## config.mk

```make
export PLATFORM = sky130hd
export DESIGN_NAME = systolic_feeder
export DESIGN_NICKNAME = d
export VERILOG_FILES = /design/src/rtl/systolic_pkg.sv /design/src/rtl/feeder_lane.sv /design/src/rtl/systolic_feeder.sv
export SDC_FILE = /design/constraint.sdc
export NUM_CORES = 1
export LEC_CHECK = 0
export CELL_PAD_IN_SITES_DETAIL_PLACEMENT = 1
export CELL_PAD_IN_SITES_GLOBAL_PLACEMENT = 2
export CORE_ASPECT_RATIO = 1.5
export CORE_MARGIN = 1.5
export CORE_UTILIZATION = 53
export CTS_CLUSTER_SIZE = 14
export DETAILED_ROUTE_END_ITERATION = 10
export GPL_TIMING_DRIVEN = 0
export PLACE_DENSITY_LB_ADDON = 0.15
export SLEW_MARGIN = 10
export SYNTH_ARGS = -nofsm -noshare
export SYNTH_HDL_FRONTEND = slang
export SYNTH_SLANG_ARGS = --single-unit
```

## constraint.sdc

```tcl
create_clock -name clk -period 6.3 [get_ports clk]
set_input_delay 0.945 -clock clk [delete_from_list [all_inputs] [get_ports clk]]
set_output_delay 0.945 -clock clk [all_outputs]
set_load 0.005 [all_outputs]
```

## src/rtl/systolic_pkg.sv

```systemverilog
// systolic_pkg: shared types and width helpers for the systolic array edge feeders
package systolic_pkg;
  localparam int DW_DEF = 16;
  typedef enum logic [1:0] {IDLE, STREAM, DONE} feeder_state_e;
  function automatic int idx_w(input int n);
    return n > 1 ? $clog2(n) : 1;
  endfunction
endpackage

```

## src/rtl/feeder_lane.sv

```systemverilog
// feeder_lane: one lane's operand buffer, word index and FIFO issue logic
module feeder_lane import systolic_pkg::*; #(
  parameter int LANES = 4,
  parameter int DEPTH = 16,
  parameter int DW = DW_DEF,
  parameter int ID = 0,
  localparam int LW = idx_w(LANES),
  localparam int AW = idx_w(DEPTH)
) (
  input  logic          clk,
  input  logic          rst_n,
  input  logic          wr_en,
  input  logic [AW-1:0] wr_addr,
  input  logic [DW-1:0] wr_data,
  input  logic          clear,
  input  logic          run,
  input  logic [LW-1:0] skew,
  input  logic [AW:0]   len,
  input  logic          ff,
  output logic          we,
  output logic [DW-1:0] dout,
  output logic          fin
);
  logic [DW-1:0] mem [DEPTH];
  logic [AW:0] idx;
  logic eligible;
  assign eligible = run && skew >= LW'(ID);
  assign we = eligible && idx < len && !ff;
  assign dout = eligible ? mem[idx[AW-1:0]] : '0;
  // finished once this cycle's issue (if any) brings idx up to len
  assign fin = idx + (AW+1)'(we) == len;
  always_ff @(posedge clk)
    if (wr_en) mem[wr_addr] <= wr_data;
  always_ff @(posedge clk or negedge rst_n)
    if (!rst_n) idx <= '0;
    else if (clear) idx <= '0;
    else if (we) idx <= idx + 1'b1;
endmodule

```

## src/rtl/systolic_feeder.sv

```systemverilog
// systolic_feeder: buffers per-lane operand vectors and streams them into PE FIFOs
// with a one-cycle-per-lane diagonal skew, honouring per-lane back-pressure.
module systolic_feeder import systolic_pkg::*; #(
  parameter int LANES = 4,
  parameter int DEPTH = 16,
  parameter int DW = DW_DEF,
  localparam int LW = idx_w(LANES),
  localparam int AW = idx_w(DEPTH)
) (
  input  logic              clk,
  input  logic              rst_n,
  input  logic              wr_en,
  input  logic [LW-1:0]     wr_lane,
  input  logic [AW-1:0]     wr_addr,
  input  logic [DW-1:0]     wr_data,
  input  logic [AW:0]       len,
  input  logic              go,
  input  logic [LANES-1:0]  ff,
  output logic [LANES-1:0]  we,
  output logic [LANES*DW-1:0] dout,
  output logic              is_out,
  output logic              start,
  output logic [7:0]        max_cntr,
  output logic              busy,
  output logic              done
);
  feeder_state_e state, nxt;
  logic [LW-1:0] skew;
  logic [AW:0] len_q;
  logic [LANES-1:0] fin;
  logic s0, accept, run;
  assign accept = state == IDLE && go && len != '0 && len <= (AW+1)'(DEPTH);
  assign run = state == STREAM;
  always_ff @(posedge clk or negedge rst_n)
    if (!rst_n) state <= IDLE;
    else state <= nxt;
  always_comb
    nxt = state == IDLE ? (accept ? STREAM : IDLE) :
          state == STREAM ? (&fin ? DONE : STREAM) : IDLE;
  always_comb begin
    is_out = state == IDLE;
    busy = state != IDLE;
    done = state == DONE;
    start = s0;
  end
  always_ff @(posedge clk or negedge rst_n)
    if (!rst_n) begin
      s0 <= 1'b0;
      len_q <= '0;
      max_cntr <= '0;
      skew <= '0;
    end else begin
      s0 <= accept;
      if (accept) begin
        len_q <= len;
        max_cntr <= 8'(len - 1'b1);
        skew <= '0;
      end else if (run && skew != LW'(LANES-1)) skew <= skew + 1'b1;
    end
  for (genvar i = 0; i < LANES; i++) begin : g_lane
    feeder_lane #(.LANES(LANES), .DEPTH(DEPTH), .DW(DW), .ID(i)) u_lane (
      .clk(clk),
      .rst_n(rst_n),
      .wr_en(wr_en && state == IDLE && wr_lane == LW'(i)),
      .wr_addr(wr_addr),
      .wr_data(wr_data),
      .clear(accept),
      .run(run),
      .skew(skew),
      .len(len_q),
      .ff(ff[i]),
      .we(we[i]),
      .dout(dout[i*DW +: DW]),
      .fin(fin[i])
    );
  end
endmodule

```

======== After elaboration in Yosys (flattened, before gate mapping) ========
Memory sizes are Yosys's and may differ from the RTL's.
Cells that the tools add are included.
storage, ports and cells
  output and inout bits ................... 80
  bits in writable memories ............... 1024
  flip-flop bits (word level) ............. 38
  memories ................................ 4
operators by class
  mux-type cells .......................... 26
  add/sub/neg operators ................... 10
  equal/unequal tests ..................... 10
  reduce and logical (&&, ||, !) cells .... 35
  order comparisons ....................... 9
memories
  name                  words  bits a word  rd ports  clocked after Yosys merged registers in  wr ports  line               text
  g_lane[0].u_lane.mem  16     16           1         0                                        1         feeder_lane.sv:24  logic [DW-1:0] mem [DEPTH];
  g_lane[1].u_lane.mem  16     16           1         0                                        1         feeder_lane.sv:24
  g_lane[2].u_lane.mem  16     16           1         0                                        1         feeder_lane.sv:24
  g_lane[3].u_lane.mem  16     16           1         0                                        1         feeder_lane.sv:24
operators with widths
  kind                 count
  $mux 16              4
  $mux 5               8
  $logic_and 1x1->1    21
  $add 5x1->5          4
  $add 5x1->5 const B  4
  $eq 5x5->1           4
  $lt 5x5->1           4
  $reduce_bool 2->1    6
  $mux 2               5
  $mux 1               9
  $eq 2x2->1 const B   3
  $sub 5x1->6 const B  1
  $le 5x5->1 const B   1
  $reduce_bool 5->1    1
  $eq 2x1->1 const B   2
  $ge 2x1->1 const B   2
  $ge 2x2->1 const B   2
  $logic_not 1->1      4
  $logic_not 2->1      2
  $reduce_and 4->1     1
  $add 2x1->2 const B  1
  $ne 2x2->1 const B   1

======== Logic depth before layout (Yosys ltp) ========
Gate-level depths: netlist (run 1).
  depth after elaboration ................. 10
  depth in mapped cells ................... 15
  gate-level depth less buffers ........... 13

======== Cells and area by module ========
Synthesis (run 1) repeated with hierarchy kept, for this count alone.
unflattened totals
  cells, all modules ...................... 2308
  area, all modules ....................... 42718.5 um^2
modules (own cells, without submodules)
  module                          cells an instance  times used  area an instance (um^2)
  feeder_lane (g_lane[2].u_lane)  586                1           10527.6
  feeder_lane (g_lane[3].u_lane)  541                1           10467.5
  feeder_lane (g_lane[0].u_lane)  551                1           10466.3
  feeder_lane (g_lane[1].u_lane)  554                1           10426.2
  systolic_feeder                 76                 1           830.8

======== Least setup slack after synthesis (run 1) ========
OpenSTA, ideal clock, no wires.
  kind .................................... input port to flip-flop
  start ................................... input ff[0]
  end ..................................... register state[0]
  stages .................................. 10
  data required time ...................... 6.159 ns
  slack ................................... 3.036 ns
  buffers on the path ..................... 0
  arrival time ............................ 3.123 ns
  cell sequence ........................... a2111o_1 a31oi_1 ha_1 ha_1 or4_1 mux2i_1 nand4_1 a21oi_1 o2111a_1 o21ai_0
on the way
  cells in the longest elaborated chain, start to end .. 8
RTL lines
  item                     line                   text
  start, declared          systolic_feeder.sv:18  input logic [LANES-1:0] ff,
  $logic_not 1->1          feeder_lane.sv:28      assign we = eligible && idx < len && !ff;
  $logic_and 1x1->1        feeder_lane.sv:28
  net g_lane[0].u_lane.we  feeder_lane.sv:20      output logic we,
  $add 5x1->5              feeder_lane.sv:31      assign fin = idx + (AW+1)'(we) == len;
  $eq 5x5->1               feeder_lane.sv:31
  $reduce_and 4->1         systolic_feeder.sv:39  state == STREAM ? (&fin ? DONE : STREAM) : IDLE;
  $mux 2 (2 in a row)      systolic_feeder.sv:39
  $mux 2                   systolic_feeder.sv:38  nxt = state == IDLE ? (accept ? STREAM : IDLE) :
  net nxt[0]               systolic_feeder.sv:27  feeder_state_e state, nxt;
  end signal, assigned     systolic_feeder.sv:36  else state <= nxt;
  end, declared            systolic_feeder.sv:27
The timed path passes the listed nets, and every way through them passes these cells.
A chain may end at the register's enable or synchronous reset.

======== Worst setup path in the final report (run 1) ========
  start ................................... register g_lane[2].u_lane.idx[1]
  end ..................................... output dout[45]
on the way
  cells in the longest elaborated chain, start to end .. 2
RTL lines
  item                    line                   text
  start, declared         feeder_lane.sv:25      logic [AW:0] idx;
  start signal, assigned  feeder_lane.sv:37      else if (we) idx <= idx + 1'b1;
  $mem_v2 16x16           n/a
  $mux 16                 feeder_lane.sv:29      assign dout = eligible ? mem[idx[AW-1:0]] : '0;
  end, declared           systolic_feeder.sv:20  output logic [LANES*DW-1:0] dout,
No other way between the ends.

==> metrics.cfg, run 1 <==
[logic_synthesis]
syn-num-nets = 1910
synth.avg_cell_area_um2 = 22.6
synth_cell_types = 42
yosysSeqAreaShare_pct = 75.9
synth_mux_area_share_pct = 17.6
ys_ff_latch = 1060
synthCells = 1842
async_flop_share_pct = 3.40
synth_edf_count = 1024
synth_compound_area_share_pct = 0.675
synth_flop_cell = edfxtp_1
synth_fa_ha_area_share_pct = 0.990
ys_warn_count = 0
synthXorXnorAreaFrac_pct = 0.546
synth_top_family_by_area = multiplexers
syn_area_um2 = 41700
synth-simple-area-share_pct = 2.88

[pwr]
clock_power_share_pct = 28.8
seq_power_share_pct = 40.1
switchingPower_uw = 5490
p_comb_share_pct = 31.1
peakVddDrop_mv = 0.299
p_sw_share_pct = 27.8
p_leak_uw = 0.0155
p_per_area_nw_per_um2 = 407
p_total_uw = 19700
p_int_uw = 14300

[layout]
syn_to_final_growth_pct = 16.3
final_common_cell = edfxtp_1
design_area_um2 = 48500
antenna-diode-count = 0
drive_gt1_share_pct = 29.9
final_cell_mix = edfxtp_1, mux4_2, clkbuf_16, clkdlybuf4s50_1, clkbuf_1
nNetsFinal = 2201

[die]
die_y_um = 346
die-width_um = 232
dieArea_um2 = 80400
io_pins = 115
rows = 125
core-area_um2 = 77700
start_util_pct = 53.6

[drt]
final_antenna_net_count = 0
viasPerCell = 6.26
routed_wl_mm = 106
drcViolationCount = 0
drtIter0Drc = 1854
vias = 20200
dr.pass1.iters = 5
wl_per_cell_um = 32.8

[run_status]
outcome = complete, no violations

[timing]
fmax_mhz = 209
hold_viol_final = 0
fin_setup_tns_ns = 0
setup_slack_ns = 1.52
skew_ns = 0.0197
fin_crit_ns = 4.78
finalSetupViolCount = 0
slew_viol_final = 0
tightest_slew_ns = 0.936
timing.hold.ws_ns = 0.130
finalCritPeriodShare_pct = 75.9
rsz0062_at_grt = no
slew-limit-headroom_pct = 37.6

[global_route]
grt_pass1_wl_mm = 154
grt_max_degree = 49
antenna_found_initial = 3
grt_pass1_vias = 21800
grt_use_total_pct = 27.3
overflow = 0

[place]
dpl.hpwl_mm = 72.8
placed_cell_area_um2 = 45500
port_buffers = 114
routabilityCongestion = 0.806
place_ws_ns = 2.06

[clock_network]
clock_sinks = 1060
cts.clk_slew.worst_paths_ns = 0.07
ctsHoldBuffers = 0
worstSkewPairLatency_ns = 0.66
post_cts_buffers = 0
cts_tree = built
clockBufferDepth = 3
numCtsBuffers = 94
htreeDepth = 3
ctsRootBufferMaster = clkbuf_16
cts_resized = 0

[critical_path]
critPathCaptureType = output port
startpoint = g_lane[2].u_lane.idx[1]
worstPathArrival_ns = 3.84
cp.required_ns = 5.35
r2r_start = state[1]
reg2reg_depth = 13
crit_fanout = 10
regToRegSetupSlack_ns = 2.47
crit_path_start_kind = register
crit_type = register to output port

[flow_run]
cap_violations = 0

[min_path]
min_path_type = input port to asynchronous set/reset pin

layout make-up:
class / instances / area (µm²)
well taps: 1016 / 1270
clock inverters: 39 / 395
plain buffers: 95 / 528
inverters: 11 / 41.3
flip-flops and latches: 1060 / 31700
repair buffers: 195 / 2340
fillers: 6241 / 29300
clock buffers: 131 / 2610
multi-input cells: 676 / 9630
power by group through the flow:
| stage | registers [µW] | clock network [µW] | logic [µW] |
|---|---|---|---|
| 6_report | 7920 | 5690 | 6140 |
| 5_1_grt | 7930 | 5980 | 6530 |
| 4_1_cts | 7920 | 5780 | 6260 |
| 3_5_place_dp | 8070 | 0 | 6220 |
| 3_3_place_gp | 8080 | 0 | 6080 |
| 2_1_floorplan | 8020 | 0 | 3900 |
critical path, stage by stage, from the launching register on:
cell,delay (ns)
dfrtp_1,0.53
buf_2,0.36
buf_1,0.66
mux4_2,0.45
mux4_2,0.52
nor2b_1,0.16
clkdlybuf4s50_1,0.46
worst paths after layout:
kind / end
max: dout[45]
min: max_cntr[0]
max reg2reg: state[0]
min reg2reg: max_cntr[3]
max in group asynchronous: g_lane[0].u_lane.idx[1]
min in group clk: max_cntr[3]
kinds of logic after synthesis:
logic type	Yosys count
AOI/OAI and AO/OA	39
buffers and inverters	106
muxes	334
and+or+nand+nor	244
DFF	1060
xor gates and xnor gates	26
adders and majority gates	33
stage by stage:
| stage | instances | util, % |
|---|---|---|
| after CTS | 3223 | 62.4 |
| final | 3223 | 62.4 |
| after global placement | 2972 | 56.7 |
| after global routing | 3223 | 62.4 |
| after detailed placement | 3053 | 58.5 |
| after floorplan | 1842 | - |
per-layer routing:
layer | track usage (%) | up-vias | part of all wire, %
met1 | 35.8 | 10900 | 38
met2 | 47.2 | 818 | 53
li1 | - | 8293 | -
met4 | 9.09 | 0 | 3.1
met5 | 0 | - | 0
met3 | 3.65 | 170 | 5.4
synth_stat cells (12+ instances only):
cell type	n	share of area, %
and2_1	17	0.26
buf_2	23	0.28
buf_4	12	0.22
buf_6	13	0.35
clkbuf_1	45	0.41
dfrtp_1	36	2.2
edfxtp_1	1024	74
ha_1	33	0.99
mux2i_1	14	0.34
mux4_2	320	17
nand2_1	40	0.36
nand3_1	19	0.23
nand4_1	13	0.20
nor2_1	85	0.77
nor2b_1	53	0.80
o21ai_0	13	0.16
xnor2_1	17	0.36
registers in the layout (all words and copies together), names as in the netlist:
signal and cells:
max_cntr 6, skew 2, state 2, g_lane.u_lane.mem 1024, start 1, g_lane.u_lane.idx 20
len_q 5
No activity file was read; power rests on OpenSTA's default activity.
==> inputs of run 2 (changes only) <==
Settings changed: CORE_UTILIZATION 53 to 45.
Clock period 6.3 ns to 4.25 ns, I/O delays scaled along.
==> run 2 against run 1 <==
Net effect: register-to-register slack got worse by 2.0 ns; die area rose by 18%; global-route usage decreased by 3.8 points; setup slack worse by 1.4 ns; routed wire length increased by 1.7%; clock-buffer cell count shrank 3; first-iteration DRC count fell by 15%; combinational power rose by 49%; clock power rose by 50%; critical path type unchanged; critical endpoint is now dout[61]; highest routed layer unchanged.
==> metrics.cfg, run 2 (same netlist as run 1, synthesis figures left out) <==
[timing]
skew_ns = 0.0337  ; +0.0141 ns
fmax_mhz = 241
fin_setup_tns_ns = 0  ; unchanged
slew_viol_final = 0  ; unchanged
tightest_slew_ns = 1.05  ; +0.117 ns
hold_viol_final = 0  ; unchanged
finalSetupViolCount = 0  ; unchanged
slew-limit-headroom_pct = 29.6  ; -8.0 points
fin_crit_ns = 4.15
rsz0062_at_grt = no
finalCritPeriodShare_pct = 97.7

[clock_network]
ctsRootBufferMaster = clkbuf_16
cts.clk_slew.worst_paths_ns = 0.07  ; about the same
clock_sinks = 1060  ; unchanged
numCtsBuffers = 95  ; +1.1%
worstSkewPairLatency_ns = 0.71  ; +0.05 ns
htreeDepth = 3  ; unchanged
cts_tree = built
clockBufferDepth = 3  ; unchanged

[critical_path]
critPathCaptureType = output port
crit_type = register to output port
cp.required_ns = 3.61  ; -1.74 ns
crit_family = buffers and inverters
critPathBufInv = 2  ; -1
worstPathArrival_ns = 3.51  ; -0.33 ns
crit_path_start_kind = register
crit_chain = clkbuf_1 -> mux4_2 -> mux4_2 -> nor2b_1 -> clkdlybuf4s50_1
crit_fanout = 10  ; unchanged
slowest_stage = clkbuf_1
max_stage_delay_ns = 0.66  ; about the same
cp_common_cell = mux4_2

[layout]
reg_top3 = g_lane.u_lane.mem x1024, g_lane.u_lane.idx x20, max_cntr x6
drive_gt1_share_pct = 30.7  ; +0.79 points
fillers = 7872  ; +26%
top_register = g_lane.u_lane.mem
largest_reg_flops = 1024  ; unchanged
postLayoutCoreUtil_pct = 53.2  ; -9.2 points
syn_to_final_growth_pct = 16.9
final_common_cell = edfxtp_1
final_cell_mix = edfxtp_1, mux4_2, clkbuf_16, clkdlybuf4s50_1, nor2_2
nNetsFinal = 2200  ; -0.045%
antenna-diode-count = 0  ; unchanged
multi_input_area_um2 = 9640  ; about the same
seqCellArea_um2 = 31700  ; about the same

[global_route]
antenna_found_initial = 4  ; +1
grt_pass1_vias = 21600  ; -1.1%
overflow = 0  ; unchanged
grt_max_degree = 65  ; +33%
grt_pass1_wl_mm = 156  ; +1.0%
grt_use_total_pct = 23.5  ; -3.8 points

[die]
start_util_pct = 45.5  ; -8.2 points
io_pins = 115  ; unchanged
die-width_um = 252  ; +8.4%
core-area_um2 = 91700  ; +18%
dieArea_um2 = 94500  ; +18%
rows = 136  ; +8.8%
die_y_um = 376  ; +8.5%

[drt]
routed_wl_mm = 107  ; +1.7%
vias = 19900  ; -1.3%
final_antenna_net_count = 0  ; unchanged
drcViolationCount = 0  ; unchanged
dr.pass1.iters = 5  ; unchanged
viasPerCell = 5.90  ; -5.7%
drtIter0Drc = 1567  ; -15%
wl_per_cell_um = 31.8  ; -2.9%

[flow_run]
cap_violations = 0  ; unchanged

[pwr]
peakVddDrop_mv = 0.354  ; +19%
p_total_uw = 29400  ; +49%
p_leak_uw = 0.0155  ; +0.37%
p_per_area_nw_per_um2 = 604  ; +48%

[place]
port_buffers = 114  ; unchanged
routabilityCongestion = 0.783  ; -2.8%
dpl.hpwl_mm = 74.3  ; +2.1%

[min_path]
min_path_type = input port to asynchronous set/reset pin

[run_status]
outcome = complete, no violations

## run 2: cell count changes in the layout (fill, tap and decap cells not counted), moves of 2 or more
cell      delta
clkbuf_2    +10
clkbuf_1    -18
buf_2        -5
buf_8        -3
clkbuf_4     +6
buf_4        +3
buf_16       +5
buf_12       -2
## run 2: routing by layer
| layer | track usage, % | wire length [µm] | up-vias |
|---|---|---|---|
| met4 | 8.02 | 3010 | 0 |
| met1 | 30.1 | 43100 | 11000 |
| met2 | 41.3 | 57000 | 531 |
| met3 | 2.94 | 4270 | 149 |
| met5 | 0 | 0 | - |
| li1 | - | - | 8276 |
## run 2: path summary, 6_finish.rpt
path,to,startpoint,cells after the start,slack (ns)
worst max-delay path,dout[61],g_lane[3].u_lane.idx[1],5,0.1
worst min-delay path,max_cntr[3],rst_n,2,0.34
worst max register to register,state[0],state[1],13,0.43
worst min register to register,max_cntr[4],max_cntr[4],2,0.50
max in group asynchronous,g_lane[3].u_lane.idx[4],rst_n,3,3.44
min in group clk,g_lane[2].u_lane.mem[12][15],wr_data[15],1,0.38
## run 2: final cells by class
cell class	count	area share, %
Clock buffer	128	5.35
Clock inverter	39	0.803
Timing Repair Buffer	194	4.90
Buffer	94	1.16
Inverter	11	0.0847
Tap cell	1173	3.01
Sequential cell	1060	64.9
Multi-Input combinational cell	676	19.8
## run 2: metrics by stage
step / hold WS (ns) / instance area [µm²] / instances / worst slack [ns]
CTS: 0.320 / 48700 / 3375 / 0.0134
global placement: 0.468 / 44300 / 3129 / 0.0165
finish: 0.336 / 48800 / 3375 / 0.0995
floorplan: 0.342 / 41700 / 1842 / 1.09
global route: 0.342 / 48800 / 3375 / 0.0106
detailed placement: 0.487 / 45700 / 3208 / 0.231
## run 2: power by group
group          switching (µW)  internal [µW]
Clock                    3770           4770
Combinational            4290           4850
Sequential                200          11600
Total                    8260          21200
## run 2: timing repair
item / CTS / global route
resized for setup: 22 / 5
hold endpoints to repair: 7 / 0
cloned: 0 / 0
setup buffers: 0 / 0
endpoints found under the setup margin: 64 / 5
hold buffers: 1 / 0
==> inputs of run 3 (changes only) <==
Settings changed: REMOVE_ABC_BUFFERS from default to 1.
==> run 3 against run 2 <==
Net effect: via count fell by 3.6%; clock power increased by 2%; sequential share of layout area increased by 0.29 points; maximum frequency up 1.9%; routed wire length down 5.4%; setup slack improved by 0.077 ns; critical path type unchanged; largest power group unchanged.
==> metrics.cfg, run 3 (same netlist as run 1, synthesis figures left out) <==
[die]
start_util_pct = 45.5  ; unchanged
core-area_um2 = 91700  ; unchanged
dieArea_um2 = 94500  ; unchanged
io_pins = 115  ; unchanged
die-width_um = 252  ; unchanged
die_y_um = 376  ; unchanged
rows = 136  ; unchanged

[clock_network]
worstSkewPairLatency_ns = 0.69  ; -0.02 ns
clockBufferDepth = 3  ; unchanged
htreeDepth = 3  ; unchanged
numCtsBuffers = 99  ; +4.2%
cts_tree = built
clock_sinks = 1060  ; unchanged
cts.clk_slew.worst_paths_ns = 0.06  ; about the same
ctsRootBufferMaster = clkbuf_16

[layout]
largest_reg_flops = 1024  ; unchanged
final_cell_mix = edfxtp_1, mux4_2, clkbuf_16, clkdlybuf4s50_1, nor2b_1
top_register = g_lane.u_lane.mem
final_common_cell = edfxtp_1
syn_to_final_growth_pct = 16.6
nNetsFinal = 2109  ; -4.1%
reg_top3 = g_lane.u_lane.mem x1024, g_lane.u_lane.idx x20, max_cntr x6
fillers = 7754  ; -1.5%
antenna-diode-count = 0  ; unchanged
drive_gt1_share_pct = 30.2  ; -0.41 points
final_cell_count_no_fill = 3296  ; -2.3%
design_area_um2 = 48600  ; -0.32%

[critical_path]
cp_common_cell = mux4_2
crit_chain = buf_16 -> clkbuf_16 -> mux4_2 -> mux4_2 -> nor2b_1 -> clkdlybuf4s50_1
critPathCaptureType = output port
slowest_stage = mux4_2
critPathBufInv = 3  ; +1
crit_fanout = 36  ; +26
worstPathArrival_ns = 3.44  ; -0.07 ns
crit_family = buffers and inverters
cp.required_ns = 3.61  ; about the same
crit_type = register to output port
crit_path_start_kind = register
max_stage_delay_ns = 0.51  ; -0.15 ns

[timing]
fin_crit_ns = 4.07  ; -0.0774 ns
fmax_mhz = 246  ; +1.9%
hold_viol_final = 0  ; unchanged
finalSetupViolCount = 0  ; unchanged
fin_setup_tns_ns = 0  ; unchanged
slew_viol_final = 0  ; unchanged
setup_slack_ns = 0.177  ; +0.0774 ns
tightest_slew_ns = 1.22  ; +0.166 ns
rsz0062_at_grt = no
finalCritPeriodShare_pct = 95.8  ; -1.8 points
slew-limit-headroom_pct = 18.5  ; -11 points
skew_ns = 0.0148  ; -0.0189 ns

[min_path]
min_path_type = input port to asynchronous set/reset pin

[global_route]
grt_use_total_pct = 22.0  ; -1.4 points
grt_pass1_vias = 21300  ; -1.5%
grt_max_degree = 54  ; -17%
overflow = 0  ; unchanged
antenna_found_initial = 4  ; unchanged
grt_pass1_wl_mm = 148  ; -5.1%

[flow_run]
cap_violations = 0  ; unchanged

[place]
dp_cells = 3095  ; -3.5%
dpl.hpwl_mm = 61.4  ; -17%
placed_cell_area_um2 = 45200  ; -1.0%
routabilityCongestion = 0.745  ; -4.8%
place_ws_ns = -0.492  ; -0.722 ns
port_buffers = 114  ; unchanged

[drt]
drcViolationCount = 0  ; unchanged
vias = 19200  ; -3.6%
routed_wl_mm = 102  ; -5.4%
wl_per_cell_um = 30.8  ; -3.2%
dr.pass1.iters = 5  ; unchanged
drtIter0Drc = 1539  ; -1.8%
viasPerCell = 5.82  ; -1.3%
final_antenna_net_count = 0  ; unchanged

[pwr]
p_per_area_nw_per_um2 = 608  ; +0.64%
p_total_uw = 29500  ; +0.32%
peakVddDrop_mv = 0.366  ; +3.3%
p_leak_uw = 0.0153  ; -1.5%

[run_status]
outcome = complete, no violations

[run 3: cell types whose count changed in the layout (fill, tap and decap cells not counted), sizes merged]
cell      change
clkinv       +20
clkbuf       -56
clkinvlp      +4
bufinv        +1
inv           +2
buf          -50
[run 3: area by class of cell]
cell class                      count  area (µm²)  share of cell area, %
Tap cell                         1173        1470                   3.02
Inverter                           11        41.3                 0.0850
Multi-Input combinational cell    676        9820                   20.2
Timing Repair Buffer              193        2440                   5.03
Clock inverter                     66         583                   1.20
Sequential cell                  1060       31700                   65.2
Clock buffer                      117        2540                   5.24
[run 3: stage by stage]
step / hold slack (ns) / util, %
after global routing: 0.334 / 53.0
after global placement: 0.466 / 47.7
after detailed placement: 0.474 / 49.3
after floorplan: 0.342 / -
final: 0.334 / 53.0
after CTS: 0.282 / 52.8
[run 3: where the power goes]
part	switching, µW	internal (µW)
logic	3520	5020
registers	688	11600
clock network	3880	4830
[run 3: repair_timing]
item	CTS	global route
setup endpoints to repair	33	17
setup buffers	7	9
resized for setup	3	2
hold endpoints to repair	7	0
hold buffers	1	0
gates cloned	0	1
[run 3: final timing paths]
kind | cells past startpoint | end | start | slack (ns)
max reg2reg | 13 | state[0] | state[1] | 0.31
min in group clk | 1 | g_lane[0].u_lane.mem[3][11] | wr_data[11] | 0.36
max in group asynchronous | 3 | g_lane[2].u_lane.idx[1] | rst_n | 3.45
min reg2reg | 2 | max_cntr[1] | max_cntr[1] | 0.48
max | 6 | dout[54] | g_lane[3].u_lane.idx[0] | 0.18
min | 2 | g_lane[0].u_lane.idx[0] | rst_n | 0.33
[run 3: worst register-to-register path, delay by kind of cell, from the launching register on]
| family | cells | cell delay [ns] |
|---|---|---|
| compound gates | 6 | 1.44 |
| fa+ha+maj | 2 | 0.46 |
| buf+inv | 1 | 0.21 |
| flops | 1 | 0.40 |
| mux | 1 | 0.14 |
| simple gates | 3 | 1.13 |
[run 3: routing by layer]
metal  wire [µm]  vias to the layer above  GRT usage [%]
met5          52                        -              0
met4        2340                        8           6.80
met3        4810                      138           3.30
met2       53900                      536           38.8
met1       40500                    10400           28.2
li1            -                     8111              -
